**config.mk**
```make
export PLATFORM = sky130hd
export DESIGN_NAME = bcd_down_counter
export DESIGN_NICKNAME = d
export VERILOG_FILES = /design/src/rtl/bcd_down_counter.sv
export SDC_FILE = /design/constraint.sdc
export NUM_CORES = 1
export LEC_CHECK = 0
export ABC_AREA = 0
export CAP_MARGIN = 20
export CORE_MARGIN = 5
export CORE_UTILIZATION = 36
export DETAILED_ROUTE_END_ITERATION = 7
export HOLD_SLACK_MARGIN = 0.05
export PLACE_DENSITY = 0.72
export SYNTH_ARGS = -nofsm -noshare
export SYNTH_HDL_FRONTEND = slang
export SYNTH_SLANG_ARGS = --single-unit
```
**constraint.sdc**
```tcl
create_clock -name clk -period 1.39 [get_ports clk]
set_input_delay 0.139 -clock clk [delete_from_list [all_inputs] [get_ports clk]]
set_output_delay 0.139 -clock clk [all_outputs]
set_load 0.02 [all_outputs]
```
**src/rtl/bcd_down_counter.sv**
```systemverilog
// Multi-digit synchronous BCD down counter with load clamping, a zero flag and an underflow pulse.
// Digit 0 sits in OUT[3:0]; the borrow ripple across all digits settles within one cycle.

module bcd_digit (
  input  logic [3:0] d,
  input  logic       borrow_in,
  input  logic [3:0] load_nib,
  output logic [3:0] dec,
  output logic       borrow_out,
  output logic [3:0] load_clamped,
  output logic       load_bad
);
  always_comb begin
    dec        = d;
    borrow_out = 1'b0;
    if (borrow_in) begin
      if (d == 4'd0) begin
        dec        = 4'd9;
        borrow_out = 1'b1;
      end else begin
        dec        = d - 4'd1;
      end
    end
  end

  // Non-BCD preset nibbles saturate to 9, so OUT only ever holds 0..9.
  assign load_bad     = (load_nib > 4'd9);
  assign load_clamped = load_bad ? 4'd9 : load_nib;
endmodule

module bcd_down_counter #(
  parameter int DIGITS = 2,
  parameter int WRAP   = 1
) (
  input  logic                  clk,
  input  logic                  rst,
  input  logic                  en,
  input  logic                  load,
  input  logic [4*DIGITS-1:0]   load_val,
  output logic [4*DIGITS-1:0]   OUT,
  output logic                  zero,
  output logic                  borrow,
  output logic                  load_err
);
  localparam bit SAT = (WRAP == 0);

  logic [DIGITS:0]            brw;
  logic [DIGITS-1:0][3:0]     dec_val;
  logic [DIGITS-1:0][3:0]     ld_val;
  logic [DIGITS-1:0]          ld_bad;
  logic                       underflow;

  // Digit 0 always sees a borrow-in; en gates whether the result is used.
  assign brw[0] = 1'b1;

  for (genvar g = 0; g < DIGITS; g++) begin : g_digit
    bcd_digit u_digit (
      .d            (OUT[4*g +: 4]),
      .borrow_in    (brw[g]),
      .load_nib     (load_val[4*g +: 4]),
      .dec          (dec_val[g]),
      .borrow_out   (brw[g+1]),
      .load_clamped (ld_val[g]),
      .load_bad     (ld_bad[g])
    );
  end

  // A borrow leaving the top digit only happens from all-zero.
  assign underflow = brw[DIGITS];
  assign zero      = (OUT == '0);

  always_ff @(posedge clk) begin
    if (rst) begin
      OUT      <= '0;
      borrow   <= 1'b0;
      load_err <= 1'b0;
    end else if (load) begin
      OUT      <= ld_val;
      borrow   <= 1'b0;
      load_err <= |ld_bad;
    end else begin
      load_err <= 1'b0;
      if (en && !(underflow && SAT)) begin
        OUT    <= dec_val;
        borrow <= underflow;
      end else begin
        borrow <= 1'b0;
      end
    end
  end
endmodule

```
==> After elaboration in Yosys (flattened, before gate mapping) <==
Cells that the tools add are included.
{ "totals": {"register_bits": 10, "output_inout_bits": 11} }
{ "op_classes": {"addsub": 2, "n_lt_le_gt_ge": 2, "mux": 9, "n_bitwise": 3, "reduce_logical": 9} }
{ "op_table": {"columns": ["cell", "count"], "rows": [
  ["$mux 4", 5],
  ["$mux 8", 2],
  ["$gt 4x4->1 const B", 2],
  ["$logic_not 4->1", 2],
  ["$logic_not 8->1", 1],
  ["$sub 4x1->4 const B", 2],
  ["$reduce_bool 2->1", 2],
  ["$reduce_or 2->1", 2],
  ["$reduce_or 4->1", 1],
  ["$not 1->1", 3],
  ["$mux 1", 2],
  ["$reduce_and 2->1", 1]
]} }

==> Logic depth before layout (Yosys ltp) <==
{ "depth": {"depth_word": 5, "mapped_depth": 4, "mapped_depth_nobuf": 3} }

==> Hierarchy <==
Synthesis repeated with hierarchy kept, for this count alone.
{ "hier_totals": {"cells_unflattened": 77, "hier_area_um2": 714.4} }
{ "by_module_without_submodules": {"columns": ["mod", "n_inst", "cells_per_inst", "area_each_um2", "seq_area_each_um2"], "rows": [
  ["bcd_down_counter", 1, 45, 451.7, 200.2],
  ["bcd_digit", 2, 16, 131.4, 0.0]
]} }

==> Worst setup path after synthesis <==
OpenSTA, ideal clock, no wires.
{ "synth_timing": {"path_kind": "register -> register", "startpoint": "reg OUT[0]", "endpoint": "reg OUT[4]", "t_arrival_ns": 1.530, "required_ns": 1.302, "setup_slack_ns": -0.228, "path_stages_with_launch": 4, "path_buffers": 0, "period_less_slack_ns": 1.618, "path_cell_list": "dfxtp_1 > or4b_4 > or3_4 > a311oi_2"} }
{ "synth_between": {"elab_chain_len": 4} }
{ "synth_rtl": {"columns": ["item", "line", "text"], "rows": [
  ["start, declared", "40", "output logic [4*DIGITS-1:0] OUT,"],
  ["start signal, assigned", "78", "OUT <= ld_val;"],
  ["start signal, assigned", "84", "OUT <= dec_val;"],
  ["$logic_not 4->1", "17", "if (d == 4'd0) begin"],
  ["$mux 1", "17", null],
  ["$reduce_bool 2->1 (no source line)", null, null],
  ["$reduce_and 2->1 (no source line)", null, null]
]} }
No other way between the ends.
A chain may end at the register's enable or synchronous reset.

==> Final worst setup path <==
Same ends and word-level chain as after synthesis.

==> results.json <==
{
  "status": "finished with violations",
  "failed_checks": "negative setup slack",
  "ys_types": 29,
  "grt_pass1_vias": 682,
  "ios": 23,
  "whs_endpoint": "OUT[2]",
  "syn_nets": 75,
  "hpwl_um": 1360,
  "crit_arrival_ns": 1.71,
  "antenna_found_initial": 0,
  "antennaDiodeCount": 0,
  "power_w": 0.000906,
  "maxCapViolations": 0,
  "design.core.area_mm2": 0.00147,
  "power_density_mw_per_mm2": 902,
  "irDropWorstVdd_v": 0.000454,
  "tns_ns": -0.311,
  "drt_iter0_markers": 7,
  "worstSkewPairLatency_ns": 0.28,
  "synthArstFlopShare_pct": 0,
  "synthSimpleGateAreaFrac_pct": 33.6,
  "rsz0062_at_grt": "yes",
  "initial_core_util_pct": 37.0,
  "path_max_fanout": 3,
  "die_h_um": 48.9,
  "worstMarginPinSlew_ns": 0.309,
  "worstSetupPathType": "reg2reg",
  "clock_sinks": 10,
  "port-buffer-count": 22,
  "drv_slew": 0,
  "cts_made_buffers": 3,
  "dr.pass1.iters": 4,
  "finalHoldViolCount": 0,
  "wl_um": 1790,
  "fin_crit_sh_pct": 110,
  "yosysTopAreaCellShare_pct": 36.8,
  "syn_inst": 63,
  "gp_congestion": 0.773,
  "syn2layout_area_growth_pct": 84.4,
  "synthFlopType": "dfxtp_1",
  "fin_util_pct": 68.2,
  "dieArea_mm2": 0.00239,
  "setup_viol": 4,
  "hp-start": "load_val[2]",
  "via_per_inst": 5.53,
  "avgSynthCellArea_um2": 8.64,
  "path_clk_slew_ns": 0.07,
  "synthTopCellsByArea": "dfxtp_1, a221oi_1, nor2_1, o211ai_1, nand2_1",
  "rrSetupSlack_ns": -0.13,
  "cts_buffer_depth": 2,
  "hold_path.class": "in2reg",
  "yosysSeqAreaShare_pct": 36.8,
  "reg2reg_from": "OUT[0]",
  "crit_required_ns": 1.58,
  "synth-edff-count": 0,
  "hold_ws_ns": 0.470,
  "die_w_um": 48.9,
  "skew_ns": 0.00534,
  "post-route-worst-setup-slack_ns": -0.133,
  "endpoint_kind": "flip-flop",
  "h-tree-depth": 1,
  "synth_area_um2": 544,
  "nets": 120,
  "relSlewSlack_pct": 79.2,
  "yosysTopAreaCell": "dfxtp_1",
  "drc": 0,
  "holdPathStages": 3,
  "track_usage_pct": 15.4,
  "yosys_warnings": 0,
  "reg2reg_depth": 3,
  "via_count": 680,
  "wl_per_cell_um": 14.5,
  "fmax_mhz": 657,
  "cts_tree": "yes",
  "fill_cells": 138,
  "grt-ovfl-total": 0,
  "ant_nets": 0,
  "p_leak_nw": 0.424,
  "grt_max_degree": 10,
  "grt_pass1_wl_um": 2840,
  "synthAdderAreaFrac_pct": 0,
  "num_rows": 14,
  "final_layout_size_suffix_gt1_share_pct": 37.4,
  "r2r_end": "OUT[4]",
  "synth-xor-area-share_pct": 3.22,
  "period_needed_ns": 1.52,
  "muxShareOfSynthArea_pct": 0,
  "clockRootBuffer": "clkbuf_4",
  "synth_compound_area_share_pct": 23.7,
  "ys_seq_elements": 10,
  "crit_path_start_kind": "flip-flop",
  "synth_top_family_by_area": "simple AND/OR/NAND/NOR gates"
}
[flip-flops by register name, indices dropped and copies added (netlist names)]
signal,cells
OUT,8
borrow,1
load_err,1
[synth_stat cells (all sizes together) (3+ instances only)]
library cell,n
o21ai,3
a221oi,3
nor2,6
nand2b,3
clkbuf,3
nand2,5
dfxtp,10
o211ai,3
[critical path, cell delays in order, from the launching register on]
cell and delay (ns):
dfxtp_4 0.35, or4b_4 0.51, or3_4 0.35, a311oi_2 0.22
[how the worst max path moves through the flow]
stage | slack (ns) | depth (start not counted) | startpoint | endpoint
floorplan | -0.16 | 3 | OUT[0] | OUT[4]
global placement | -0.34 | 4 | en | OUT[4]
detailed placement | -0.36 | 4 | en | OUT[4]
CTS | -0.13 | 3 | OUT[0] | OUT[4]
global route | -0.19 | 3 | OUT[0] | OUT[4]
finish | -0.13 | 3 | OUT[0] | OUT[4]
[repair_timing]
action,in CTS,in global routing
endpoints found under the setup margin,16,7
gates resized for setup,18,3
hold buffers,0,0
pin swaps,5,4
setup buffers,0,1
[area by class of cell]
class | instances | area [um^2] | area share [%]
Clock buffer | 4 | 36.3 | 3.62
Sequential cell | 10 | 209 | 20.8
Inverter | 1 | 3.75 | 0.374
Tap cell | 16 | 20.0 | 2.00
Timing Repair Buffer | 43 | 369 | 36.8
Multi-Input combinational cell | 49 | 365 | 36.4
[layout by cell type, fill, tap and decap left out, types with 2 or more instances in the layout]
cell type        count
buf_4               21
clkdlybuf4s50_1     13
dlygate4sd2_1        8
nor2_1               6
dfxtp_1              5
nand2_1              5
dfxtp_2              4
o211ai_1             3
nand2b_1             3
clkbuf_4             3
o21ai_0              2
a211oi_1             2
or4_1                2
nor3b_1              2
a21oi_1              2
a221oi_2             2
xnor2_1              2
nor2b_1              2
[logic make-up after synthesis]
group | Yosys count
buf+inv | 4
simple gates | 30
flops | 10
xor+xnor | 2
compound gates | 17
[where the power goes]
group          total (W)  internal, W  switching, W
Sequential      0.000325     0.000308     0.0000170
Clock           0.000273     0.000159      0.000113
Combinational   0.000307     0.000169      0.000139
Total           0.000906     0.000636      0.000269
[per-stage QoR]
step | worst slack [ns] | area (um^2) | instances
final | -0.133 | 1000 | 123
after global routing | -0.185 | 1000 | 123
after CTS | -0.133 | 982 | 122
after detailed placement | -0.361 | 936 | 118
after global placement | -0.341 | 936 | 118
after floorplan | -0.164 | 558 | 63
[per-layer routing]
layer  GRT usage, %  part of all wire [%]
met2           25.4                    49
met5              0                     0
met3           4.28                   5.2
met4           10.3                   3.4
met1           17.0                    42
Note: power is estimated with default switching activity, not from simulation.
